$ cat config.mk
export PLATFORM = sky130hd
export DESIGN_NAME = instr_sequencer
export DESIGN_NICKNAME = d
export VERILOG_FILES = /design/src/rtl/instr_sequencer.sv
export SDC_FILE = /design/constraint.sdc
export NUM_CORES = 1
export LEC_CHECK = 0
export BUFFER_PORTS_ARGS = -buffer_cell sky130_fd_sc_hd__buf_2
export CAP_MARGIN = 20
export CORE_MARGIN = 2
export CORE_UTILIZATION = 30
export CTS_CLUSTER_DIAMETER = 200
export DETAILED_ROUTE_END_ITERATION = 8
export PLACE_DENSITY = 0.54
export SYNTH_ARGS = -nofsm -noshare
export SYNTH_HDL_FRONTEND = slang
export SYNTH_SLANG_ARGS = --single-unit
export TNS_END_PERCENT = 30
$ cat constraint.sdc
create_clock -name clk -period 3.85 [get_ports clk]
set_input_delay 0.385 -clock clk [delete_from_list [all_inputs] [get_ports clk]]
set_output_delay 0.385 -clock clk [all_outputs]
set_load 0.02 [all_outputs]
$ cat src/rtl/instr_sequencer.sv
`default_nettype none
// ============================================================================
// Module      : instr_sequencer
// Description : Fetch/decode/sequence stage in front of the dual-read
//               register file. Accepts 32-bit instruction words over a
//               valid/ready link. Drives the opcode bus and the register
//               addresses. Sequences RAM transfers and issues the register
//               write strobe, with the write data taken from the ALU result
//               or from RAM read data.
//               Optional feature macro: RAM_TIMEOUT_EN enables an abort of
//               RAM transfers whose ack does not arrive in time.
// Revision    : 1.0 - initial release
// ============================================================================
module instr_sequencer #(
   parameter int DATA_WIDTH     = 16,
   parameter int TIMEOUT_CYCLES = 64,
   parameter int CNT_WIDTH      = 16
) (
   input  logic                  clk,
   input  logic                  reset_n,
   input  logic                  instr_valid,
   output logic                  instr_ready,
   input  logic [31:0]           instr_data,
   output logic [15:0]           opcode,
   output logic [3:0]            addr_1,
   output logic [3:0]            addr_2,
   output logic [3:0]            addr_3,
   input  logic [DATA_WIDTH-1:0] alu_result,
   output logic                  ram_req,
   input  logic                  ram_ack,
   input  logic [DATA_WIDTH-1:0] ram_rdata,
   output logic [DATA_WIDTH-1:0] write_data,
   output logic                  write_enable,
   output logic                  halted,
   output logic                  illegal_op,
   output logic                  timeout_err,
   output logic [CNT_WIDTH-1:0]  instr_count
);

   typedef enum logic [2:0] {
      S_IDLE     = 3'd0,
      S_EXEC     = 3'd1,
      S_WAIT_RAM = 3'd2,
      S_WB       = 3'd3,
      S_HALT     = 3'd4
   } state_t;

   state_t                  r_state;
   state_t                  w_state_nx;

   logic [15:0]             r_opcode;
   logic [3:0]              r_addr_1;
   logic [3:0]              r_addr_2;
   logic [3:0]              r_addr_3;
   logic [DATA_WIDTH-1:0]   r_write_data;
   logic                    r_ram_req;
   logic                    r_illegal_op;
   logic [CNT_WIDTH-1:0]    r_instr_count;

   logic                    w_accept;
   logic                    w_retire;
   logic                    w_set_illegal;
   logic                    w_load_alu;
   logic                    w_load_ram;
   logic                    w_to_hit;

   logic                    w_is_alu;
   logic                    w_is_rd_ram;
   logic                    w_is_wr_ram;
   logic                    w_is_read;
   logic                    w_is_halt;
   logic                    w_is_nop;

   // Reserved instruction bits carry no meaning in this stage.
   logic                    w_unused_rsvd;
   assign w_unused_rsvd = ^instr_data[15:12];

   // Opcode classes, always decoded from the registered opcode.
   assign w_is_alu    = (r_opcode[15:12] == 4'h1);
   assign w_is_rd_ram = (r_opcode[15:8] == 8'h92);
   assign w_is_wr_ram = (r_opcode[15:8] == 8'h91);
   assign w_is_read   = (r_opcode[15:8] == 8'h22);
   assign w_is_halt   = (r_opcode == 16'hFF00);
   assign w_is_nop    = (r_opcode == 16'h0000);

   assign instr_ready = (r_state == S_IDLE);
   assign w_accept    = instr_valid && instr_ready;

   // State register; reset overrides any transfer in flight.
   always_ff @(posedge clk) begin
      if (!reset_n) begin
         r_state <= S_IDLE;
      end else begin
         r_state <= w_state_nx;
      end
   end

   // Next-state logic and the per-cycle datapath strobes.
   always_comb begin
      w_state_nx    = r_state;
      w_retire      = 1'b0;
      w_set_illegal = 1'b0;
      w_load_alu    = 1'b0;
      w_load_ram    = 1'b0;
      case (r_state)
         S_IDLE: begin
            if (w_accept) begin
               w_state_nx = S_EXEC;
            end
         end
         S_EXEC: begin
            if (w_is_alu) begin
               w_load_alu = 1'b1;
               w_state_nx = S_WB;
            end else if (w_is_rd_ram || w_is_wr_ram) begin
               w_state_nx = S_WAIT_RAM;
            end else if (w_is_read || w_is_nop) begin
               w_retire   = 1'b1;
               w_state_nx = S_IDLE;
            end else if (w_is_halt) begin
               w_state_nx = S_HALT;
            end else begin
               w_set_illegal = 1'b1;
               w_retire      = 1'b1;
               w_state_nx    = S_IDLE;
            end
         end
         S_WAIT_RAM: begin
            // An ack in the same cycle as the timeout limit wins.
            if (ram_ack) begin
               if (w_is_rd_ram) begin
                  w_load_ram = 1'b1;
                  w_state_nx = S_WB;
               end else begin
                  w_retire   = 1'b1;
                  w_state_nx = S_IDLE;
               end
            end else if (w_to_hit) begin
               w_state_nx = S_IDLE;
            end
         end
         S_WB: begin
            w_retire   = 1'b1;
            w_state_nx = S_IDLE;
         end
         S_HALT: begin
            w_state_nx = S_HALT;
         end
         default: begin
            w_state_nx = S_IDLE;
         end
      endcase
   end

   // Instruction fields, write data, RAM request, sticky flag and counter.
   always_ff @(posedge clk) begin
      if (!reset_n) begin
         r_opcode      <= 16'h0000;
         r_addr_1      <= 4'h0;
         r_addr_2      <= 4'h0;
         r_addr_3      <= 4'h0;
         r_write_data  <= '0;
         r_ram_req     <= 1'b0;
         r_illegal_op  <= 1'b0;
         r_instr_count <= '0;
      end else begin
         if (w_accept) begin
            r_opcode <= instr_data[31:16];
            r_addr_1 <= instr_data[11:8];
            r_addr_2 <= instr_data[7:4];
            r_addr_3 <= instr_data[3:0];
         end else if ((r_state != S_IDLE) && (w_state_nx == S_IDLE)) begin
            // Returning to IDLE puts zero on the opcode/address bus.
            r_opcode <= 16'h0000;
            r_addr_1 <= 4'h0;
            r_addr_2 <= 4'h0;
            r_addr_3 <= 4'h0;
         end
         if (w_load_alu) begin
            r_write_data <= alu_result;
         end else if (w_load_ram) begin
            r_write_data <= ram_rdata;
         end
         // Request is high for exactly the cycles spent in WAIT_RAM.
         r_ram_req <= (w_state_nx == S_WAIT_RAM);
         if (w_set_illegal) begin
            r_illegal_op <= 1'b1;
         end
         if (w_retire) begin
            r_instr_count <= r_instr_count + 1'b1;
         end
      end
   end

`ifdef RAM_TIMEOUT_EN
   localparam int c_TO_W = $clog2(TIMEOUT_CYCLES + 1);
   localparam logic [c_TO_W-1:0] c_TO_LAST = c_TO_W'(TIMEOUT_CYCLES - 1);

   logic [c_TO_W-1:0] r_to_cnt;
   logic              r_timeout_err;

   assign w_to_hit    = (r_to_cnt == c_TO_LAST);
   assign timeout_err = r_timeout_err;

   // Counts WAIT_RAM cycles without ack; parked at zero elsewhere.
   always_ff @(posedge clk) begin
      if (!reset_n) begin
         r_to_cnt      <= '0;
         r_timeout_err <= 1'b0;
      end else begin
         if (r_state != S_WAIT_RAM) begin
            r_to_cnt <= '0;
         end else if (!ram_ack && !w_to_hit) begin
            r_to_cnt <= r_to_cnt + 1'b1;
         end
         if ((r_state == S_WAIT_RAM) && !ram_ack && w_to_hit) begin
            r_timeout_err <= 1'b1;
         end
      end
   end
`else
   localparam int c_unused_timeout = TIMEOUT_CYCLES;

   assign w_to_hit    = 1'b0;
   assign timeout_err = 1'b0;
`endif

   assign opcode       = r_opcode;
   assign addr_1       = r_addr_1;
   assign addr_2       = r_addr_2;
   assign addr_3       = r_addr_3;
   assign write_data   = r_write_data;
   assign write_enable = (r_state == S_WB);
   assign ram_req      = r_ram_req;
   assign halted       = (r_state == S_HALT);
   assign illegal_op   = r_illegal_op;
   assign instr_count  = r_instr_count;

endmodule
`default_nettype wire

==> results of run 1 <==
-- registers in the layout, indices dropped and copies added (netlist names), 3 cells and up --
name         flops
opcode          16
addr_3           4
r_state          3
addr_2           4
addr_1           4
write_data      16
instr_count     16
-- Yosys cell counts (2+ instances only) --
master	count	area (sq um)
o22ai_1	6	37.5
o21a_1	3	22.5
a22o_1	28	245
nand3_1	10	50.1
or4_4	3	33.8
nor2_1	6	22.5
o211a_1	16	160
mux2i_1	30	300
dfxtp_1	65	1300
nor3_1	4	20.0
and3_1	4	25.0
a31oi_1	3	18.8
inv_1	3	11.3
buf_6	3	33.8
a21oi_2	4	35.0
clkbuf_1	12	45.0
nand4_1	10	62.6
a21boi_2	2	22.5
a21oi_1	2	10.0
nand2b_1	13	81.3
buf_4	3	22.5
a41o_1	2	20.0
buf_1	2	7.51
nor4_1	4	25.0
nand2_1	48	180
-- worst min-delay path by stage --
stage	start	end	slack [ns]	depth (start not counted)
3_3_place_gp	instr_count[15]$_SDFFE_PN0P_	instr_count[15]$_SDFFE_PN0P_	0.45	2
6_report	instr_data[6]	addr_2[2]$_SDFFE_PN0P_	0.25	2
4_1_cts	instr_data[6]	addr_2[2]$_SDFFE_PN0P_	0.23	2
5_1_grt	instr_data[16]	opcode[0]$_SDFFE_PN0P_	0.23	2
2_1_floorplan	instr_data[10]	addr_1[2]$_SDFFE_PN0P_	0.52	1
3_5_place_dp	addr_3[3]$_SDFFE_PN0P_	addr_3[3]$_SDFFE_PN0P_	0.45	1
-- final cells by class --
type | count | area (sq um)
antenna | 1 | 2.50
clock buffer | 10 | 128
clock inverter | 6 | 67.6
fill | 1028 | 5820
inverter | 3 | 11.3
multi-input combinational | 221 | 1600
sequential | 65 | 1300
tap | 133 | 166
timing repair buffer | 133 | 686
-- worst reg2reg max path: cells and delay by family (launching register included) --
family | cells | cell delay (ns)
compound gates | 3 | 1.19
simple gates | 2 | 0.95
flops | 1 | 0.33
-- placed cells by master (no fill, tap or decap), types with 2 or more instances in the layout --
master	n
nor3_1	4
inv_1	3
a21oi_2	4
o211a_1	16
nor4_1	4
a21boi_2	2
dfxtp_1	65
and3_1	4
a41o_1	2
o21a_1	3
o22ai_1	6
or4_4	3
mux2i_1	30
buf_4	4
nand4_1	10
clkinvlp_4	2
a21oi_1	2
nand3_1	10
nand2b_1	13
a31oi_1	3
nor2_1	6
nand2_1	48
a22o_1	28
buf_2	128
clkbuf_8	9
-- layer usage --
layer,up-vias,share of wire
li1,1401,-
met5,-,0
met1,1293,0.46
met3,13,0.076
met2,100,0.44
met4,0,0.018
-- through the flow --
step | cells | power, mW | cell area, sq um | setup slack [ns]
CTS | 570 | 1.51 | 3940 | 1.35
finish | 572 | 1.48 | 3960 | 1.32
detailed placement | 554 | 0.920 | 3750 | 1.37
global placement | 554 | 0.917 | 3750 | 1.39
floorplan | 310 | 0.847 | 3020 | 1.67
global route | 572 | 1.56 | 3960 | 1.15
-- power by group --
group	internal [mW]	switching [mW]	total [mW]
sequential	0.697	0.0212	0.718
combinational	0.0810	0.104	0.185
clock	0.301	0.278	0.579
-- cell families after synthesis --
family / count (synthesis)
and+or+nand+nor: 113
AOI/OAI and AO/OA: 75
DFF: 65
muxes: 30
buffers and inverters: 24
adders and majority gates: 1
other: 1
xor gates and xnor gates: 1
==> results.sh, run 1 <==
export IMPL_final_nets=502
export IMPL_grt_pass1_wl_um=12800
export IMPL_ys_seq_area_frac=0.431
export IMPL_post_cts_buffers=0
export IMPL_outcome="completed"
export IMPL_dp_hpwl_um=5620
export IMPL_drt_iter0_drc=96
export IMPL_synth_top_family_by_area="compound AO/OA/AOI/OAI gates"
export IMPL_async_reset_ff_frac=0
export IMPL_core_sq_um=9770
export IMPL_gp_congestion=0.762
export IMPL_syn_area_sq_um=3020
export IMPL_routedWlPerCell_um=13.6
export IMPL_ir_drop_mv=0.138
export IMPL_crit_family="compound AO/OA/AOI/OAI gates"
export IMPL_die_h_um=104
export IMPL_cp_slowest_cell="a31oi_4"
export IMPL_setup_viol=0
export IMPL_yosys_area_share_xor_xnor=0.00290
export IMPL_synth_compound_area_share=0.221
export IMPL_yosys_warnings=0
export IMPL_cts_buffers=9
export IMPL_ctsRootBufferMaster="clkbuf_8"
export IMPL_ys_flop_type="dfxtp_1"
export IMPL_reg2reg_slack_ns=1.32
export IMPL_leakagePower_nw=2.02
export IMPL_crit_type="reg -> reg"
export IMPL_startpoint="opcode[4]$_SDFFE_PN0P_"
export IMPL_grt_busiest_layer="met2"
export IMPL_syn_inst=310
export IMPL_cts_tree="built"
export IMPL_grt_overflow=0
export IMPL_gr_usage_met1=0.185
export IMPL_cap_violations=0
export IMPL_slew_viol_final=0
export IMPL_track_usage=0.143
export IMPL_drt_wl_total_um=7780
export IMPL_period_minus_slack_ns=2.53
export IMPL_synth_simple_gate_area_share=0.199
export IMPL_rr_worst_depth=5
export IMPL_ant_nets=0
export IMPL_worstHoldPathType="in -> reg"
export IMPL_skew_ns=0.00792
export IMPL_start_util=0.309
export IMPL_synthAdderAreaFrac=0.00414
export IMPL_timing_hold_ws_ns=0.253
export IMPL_synth_area_per_cell_sq_um=9.74
export IMPL_cts_htree_levels=3
export IMPL_worstReg2RegEnd="addr_1[3]$_SDFFE_PN0P_"
export IMPL_use_met3=0.0470
export IMPL_ctsHoldBuffers=0
export IMPL_finalHoldViolations=0
export IMPL_crit_fanout=28
export IMPL_worst_pin_slew_ns=1.00
export IMPL_use_met2=0.216
export IMPL_muxShareOfSynthArea=0.0995
export IMPL_fin_crit_sh=0.657
export IMPL_synth_edf_count=0
export IMPL_tns_ns=0
export IMPL_cp_num_buf_inv=0
export IMPL_rsz0062_at_grt="false"
export IMPL_clk_pin_slew_ns=0.08
export IMPL_drive_gt1_frac=0.377
export IMPL_powerDensity_nw_per_um2=374
export IMPL_antenna_found_initial=1
export IMPL_drt_pass1_iterations=4
export IMPL_cts_sinks=65
export IMPL_start_kind="flip-flop"
export IMPL_insertion_delay_ns=0.34
export IMPL_slowest_delay_ns=0.71
export IMPL_drc=0
export IMPL_cp_cell_sequence="or4_4, nor4_1, a31oi_1, a31oi_4, a22o_1"
export IMPL_ys_types=49
export IMPL_dieArea_sq_um=10900
export IMPL_ys_seq_elements=65
export IMPL_required_ns=4.14
export IMPL_rows=36
export IMPL_vias_per_cell=4.91
export IMPL_grt_pass1_vias=2572
export IMPL_synth_nets=379
export IMPL_r2r_start="opcode[4]$_SDFFE_PN0P_"
export IMPL_fmax_ghz=0.395
export IMPL_cts_max_path_buffers=2
export IMPL_grt_max_degree=33
export IMPL_cp_depth=5
export IMPL_endpoint="addr_1[3]$_SDFFE_PN0P_"
export IMPL_critPathCaptureType="flip-flop"
export IMPL_cp_data_arrival_time_ns=2.82
export IMPL_port_buffers=128
export IMPL_max_slew_margin_rel=0.330
export IMPL_ioPinCount=134
export IMPL_area_growth_pct=31.1
export IMPL_num_vias=2807
export IMPL_die_w_um=104
export IMPL_final_core_util=0.405
export IMPL_cts_resized=0
Note: power is estimated with default switching activity, not from simulation.
==> inputs of run 2 (changes only) <==
Clock period 3.85 ns to 2.4 ns, I/O delays scaled along.
==> run 2 against run 1 <==
Compared with the run above: wire length fell by 0.18%; clock-buffer cell count down 1; worst setup slack worse by 1.1 ns; combinational power rose by 64%; critical path depth did not move; fmax is 15% higher; utilization is 0.40 points higher; die area stayed put; sequential cell count is the same; critical endpoint is now instr_count[1]$_SDFFE_PN0P_; largest power group unchanged; highest routed layer unchanged.
==> results.sh, run 2 (synthesis results as in run 1) <==
export IMPL_outcome="completed"
export IMPL_grt_overflow=0
export IMPL_period_minus_slack_ns=2.21
export IMPL_antenna_found_initial=0
export IMPL_tns_ns=0
export IMPL_dp_slack_ns=0.193
export IMPL_cts_resized=0
export IMPL_routedWlPerCell_um=13.5
export IMPL_drt_wl_total_um=7760
export IMPL_slew_viol_final=0
export IMPL_post_cts_buffers=0
export IMPL_drt_iter0_drc=121
export IMPL_leakagePower_nw=2.05
export IMPL_die_w_um=104
export IMPL_critPathCaptureType="flip-flop"
export IMPL_startpoint="opcode[4]$_SDFFE_PN0P_"
export IMPL_multi_input_area_sq_um=1600
export IMPL_fill_cells=1024
export IMPL_dieArea_sq_um=10900
export IMPL_placed_cell_area_sq_um=3800
export IMPL_insertion_delay_ns=0.34
export IMPL_timing_hold_ws_ns=0.109
export IMPL_core_sq_um=9770
export IMPL_grt_pass1_vias=2566
export IMPL_start_kind="flip-flop"
export IMPL_grt_pass1_wl_um=12700
export IMPL_regArea_sq_um=1300
export IMPL_rows=36
export IMPL_cts_sinks=65
export IMPL_mostFrequentLayoutCell="buf_2"
export IMPL_finalInstanceArea_sq_um=4000
export IMPL_crit_type="reg -> reg"
export IMPL_rr_worst_depth=5
export IMPL_cap_violations=0
export IMPL_grt_max_degree=49
export IMPL_ir_drop_mv=0.254
export IMPL_port_buffers=128
export IMPL_vias_per_cell=4.83
export IMPL_worst_pin_slew_ns=0.580
export IMPL_cts_htree_levels=3
export IMPL_fin_crit_sh=0.920
export IMPL_diodes=0
export IMPL_finalHoldViolations=0
export IMPL_cts_max_path_buffers=2
export IMPL_drive_gt1_frac=0.385
export IMPL_dp_hpwl_um=5600
export IMPL_ctsHoldBuffers=0
export IMPL_powerDensity_nw_per_um2=604
export IMPL_track_usage=0.142
export IMPL_setup_viol=0
export IMPL_rsz0062_at_grt="false"
export IMPL_ctsRootBufferMaster="clkbuf_8"
export IMPL_cts_buffers=9
export IMPL_skew_ns=0.00846
export IMPL_ioPinCount=134
export IMPL_final_nets=506
export IMPL_ant_nets=0
export IMPL_num_vias=2777
export IMPL_start_util=0.309
export IMPL_worstReg2RegEnd="instr_count[1]$_SDFFE_PN0P_"
export IMPL_max_slew_margin_rel=0.611
export IMPL_layout_setup_ws_ns=0.191
export IMPL_r2r_start="opcode[4]$_SDFFE_PN0P_"
export IMPL_fmax_ghz=0.453
export IMPL_cts_tree="built"
export IMPL_crit_fanout=11
export IMPL_cp_data_arrival_time_ns=2.44
export IMPL_layout_common_cells="buf_2 (128), dfxtp_1 (65), nand2_1 (48)"
export IMPL_drt_pass1_iterations=4
export IMPL_die_h_um=104
export IMPL_clk_pin_slew_ns=0.08
export IMPL_reg2reg_slack_ns=0.19
export IMPL_endpoint="instr_count[1]$_SDFFE_PN0P_"
export IMPL_worstHoldPathType="in -> reg"
export IMPL_gp_congestion=0.773
export IMPL_drc=0
export IMPL_required_ns=2.63
export IMPL_area_growth_pct=32.4
run 2: through the flow:
step	utilization	std cells	power, mW
3_5_place_dp	0.388	559	1.48
6_report	0.409	575	2.42
3_3_place_gp	0.388	559	1.48
4_1_cts	0.409	575	2.46
2_1_floorplan	-	310	1.36
5_1_grt	0.409	575	2.55
run 2: metal layers:
metal | global-route usage | share of wire | wire (um) | vias to the layer above
met4 | 0.0579 | 0.015 | 114 | 0
met5 | 0 | 0 | 0 | -
met1 | 0.188 | 0.48 | 3720 | 1274
met3 | 0.0414 | 0.061 | 473 | 10
li1 | - | - | - | 1410
met2 | 0.217 | 0.45 | 3460 | 83
run 2: worst min path at each step:
stage	from	end	slack, ns	cells past startpoint
finish	instr_data[1]	addr_3[1]$_SDFFE_PN0P_	0.11	2
global route	instr_data[28]	opcode[12]$_SDFFE_PN0P_	0.09	2
CTS	instr_data[28]	opcode[12]$_SDFFE_PN0P_	0.08	2
detailed placement	addr_3[0]$_SDFFE_PN0P_	addr_3[0]$_SDFFE_PN0P_	0.45	1
global placement	instr_count[15]$_SDFFE_PN0P_	instr_count[15]$_SDFFE_PN0P_	0.45	2
floorplan	instr_data[10]	addr_1[2]$_SDFFE_PN0P_	0.37	1
run 2: layout make-up:
class | instances | area share
sequential | 65 | 0.326
multi-input combinational | 221 | 0.399
clock inverter | 7 | 0.0194
timing repair buffer | 137 | 0.180
clock buffer | 9 | 0.0310
inverter | 3 | 0.00282
tap | 133 | 0.0416
run 2: critical path, cell delays in order, from the launching register on:
cell and delay, ns:
dfxtp_1 0.33, or4_4 0.56, or4_4 0.63, nand3_2 0.26, a21oi_1 0.11, a41o_1 0.20
run 2: where the power goes:
| group | total (mW) | leakage (nW) | switching [mW] | internal (mW) |
|---|---|---|---|---|
| Clock | 0.961 | 0.100 | 0.472 | 0.489 |
| Sequential | 1.15 | 0.529 | 0.0334 | 1.12 |
| Combinational | 0.304 | 1.42 | 0.168 | 0.136 |
| Total | 2.42 | 2.05 | 0.674 | 1.74 |
==> inputs of run 3 (changes only) <==
Settings changed: CORE_UTILIZATION 30 to 47, PLACE_DENSITY 0.54 to 0.79.
==> run 3 against run 2 <==
Compared with the run above: sequential share of layout area up 0.51 points; worst setup slack improved by 0.0069 ns; critical path depth did not move; highest routed layer unchanged; fmax is 0.31% higher; critical path type unchanged; die area is 35% lower; total power grew 2.5%.
==> results.sh, run 3 (synthesis results as in run 1) <==
export IMPL_outcome="completed"
export IMPL_core_sq_um=6280
export IMPL_ioPinCount=134
export IMPL_critPathMostFrequentCell="or4_4"
export IMPL_drt_iter0_drc=210
export IMPL_cts_buffers=9
export IMPL_fill_cells=529
export IMPL_dieArea_sq_um=7080
export IMPL_final_nets=505
export IMPL_finalInstanceArea_sq_um=3940
export IMPL_routedWlPerCell_um=14.3
export IMPL_drive_gt1_frac=0.382
export IMPL_worstHoldPathType="in -> reg"
export IMPL_skew_ns=0.00578
export IMPL_grt_pass1_wl_um=12000
export IMPL_fin_crit_sh=0.917
export IMPL_start_kind="flip-flop"
export IMPL_insertion_delay_ns=0.34
export IMPL_die_h_um=84.2
export IMPL_antenna_found_initial=0
export IMPL_post_cts_buffers=0
export IMPL_worst_pin_slew_ns=0.586
export IMPL_ir_drop_mv=0.329
export IMPL_period_minus_slack_ns=2.20
export IMPL_diodes=0
export IMPL_slew_viol_final=0
export IMPL_drt_pass1_iterations=6
export IMPL_fmax_ghz=0.454
export IMPL_drc=0
export IMPL_ctsRootBufferMaster="clkbuf_8"
export IMPL_port_buffers=128
export IMPL_grt_max_degree=49
export IMPL_tns_ns=0
export IMPL_die_w_um=84.2
export IMPL_multi_input_area_sq_um=1600
export IMPL_gp_congestion=0.792
export IMPL_area_growth_pct=30.4
export IMPL_num_vias=2851
export IMPL_track_usage=0.208
export IMPL_rsz0062_at_grt="false"
export IMPL_cp_data_arrival_time_ns=2.44
export IMPL_cts_resized=0
export IMPL_ant_nets=0
export IMPL_cts_sinks=65
export IMPL_crit_type="reg -> reg"
export IMPL_cap_violations=0
export IMPL_start_util=0.481
export IMPL_powerDensity_nw_per_um2=629
export IMPL_vias_per_cell=5.51
export IMPL_cts_htree_levels=3
export IMPL_setup_viol=0
export IMPL_placed_cell_area_sq_um=3720
export IMPL_max_slew_margin_rel=0.607
export IMPL_clk_pin_slew_ns=0.07
export IMPL_leakagePower_nw=2.05
export IMPL_crit_fanout=11
export IMPL_layout_common_cells="buf_2 (128), dfxtp_1 (65), nand2_1 (48)"
export IMPL_rows=29
export IMPL_final_core_util=0.627
export IMPL_drt_wl_total_um=7410
export IMPL_cp_slowest_cell="or4_4"
export IMPL_layout_setup_ws_ns=0.198
export IMPL_slowest_delay_ns=0.62
export IMPL_regArea_sq_um=1300
export IMPL_critPathCaptureType="flip-flop"
export IMPL_cts_max_path_buffers=2
export IMPL_power_total_mw=2.48
export IMPL_dp_slack_ns=0.199
export IMPL_ctsHoldBuffers=0
export IMPL_grt_overflow=0
export IMPL_finalHoldViolations=0
export IMPL_dp_hpwl_um=5390
export IMPL_cp_cell_sequence="or4_4, or4_4, nand3_2, a21oi_1, a41o_1"
export IMPL_required_ns=2.64
export IMPL_grt_pass1_vias=2702
export IMPL_cts_tree="built"
export IMPL_mostFrequentLayoutCell="buf_2"
## run 3: final cells by class
class	count	area share
Multi-Input combinational cell	221	0.406
Timing Repair Buffer	136	0.181
Inverter	3	0.00286
Tap cell	77	0.0245
Sequential cell	65	0.331
Clock buffer	10	0.0350
Clock inverter	5	0.0203
## run 3: worst paths after layout
path                                               from                          end  slack, ns  depth (start not counted)
worst max-delay path             opcode[4]$_SDFFE_PN0P_  instr_count[1]$_SDFFE_PN0P_       0.20                          5
worst min register to register  illegal_op$_SDFFE_PN0P_      illegal_op$_SDFFE_PN0P_       0.47                          1
worst max register to register   opcode[4]$_SDFFE_PN0P_  instr_count[1]$_SDFFE_PN0P_       0.20                          5
worst min-delay path                      instr_data[3]       addr_3[3]$_SDFFE_PN0P_       0.11                          2
## run 3: per-layer routing
| metal | wire, um | share of wire | track usage | vias up |
|---|---|---|---|---|
| met5 | 0 | 0 | 0 | - |
| met4 | 146 | 0.020 | 0.0968 | 0 |
| met3 | 565 | 0.076 | 0.0649 | 15 |
| met2 | 3410 | 0.46 | 0.341 | 117 |
| met1 | 3290 | 0.44 | 0.249 | 1312 |
| li1 | - | - | - | 1407 |
## run 3: critical path: cells and delay by family, from the launching register on
| family | cells | cell delay [ns] |
|---|---|---|
| flip-flops | 1 | 0.33 |
| AND/OR/NAND/NOR | 3 | 1.44 |
| AO/OA/AOI/OAI | 2 | 0.33 |
## run 3: through the flow
stage,hold WS [ns],instances
floorplan,0.373,310
detailed placement,0.452,502
global placement,0.448,502
global route,0.106,517
CTS,0.101,517
finish,0.110,517
## run 3: report_power, final
group / switching (mW) / internal (mW) / total [mW]
clock network: 0.415 / 0.605 / 1.02
logic: 0.168 / 0.136 / 0.304
registers: 0.0351 / 1.12 / 1.15
total: 0.618 / 1.86 / 2.48
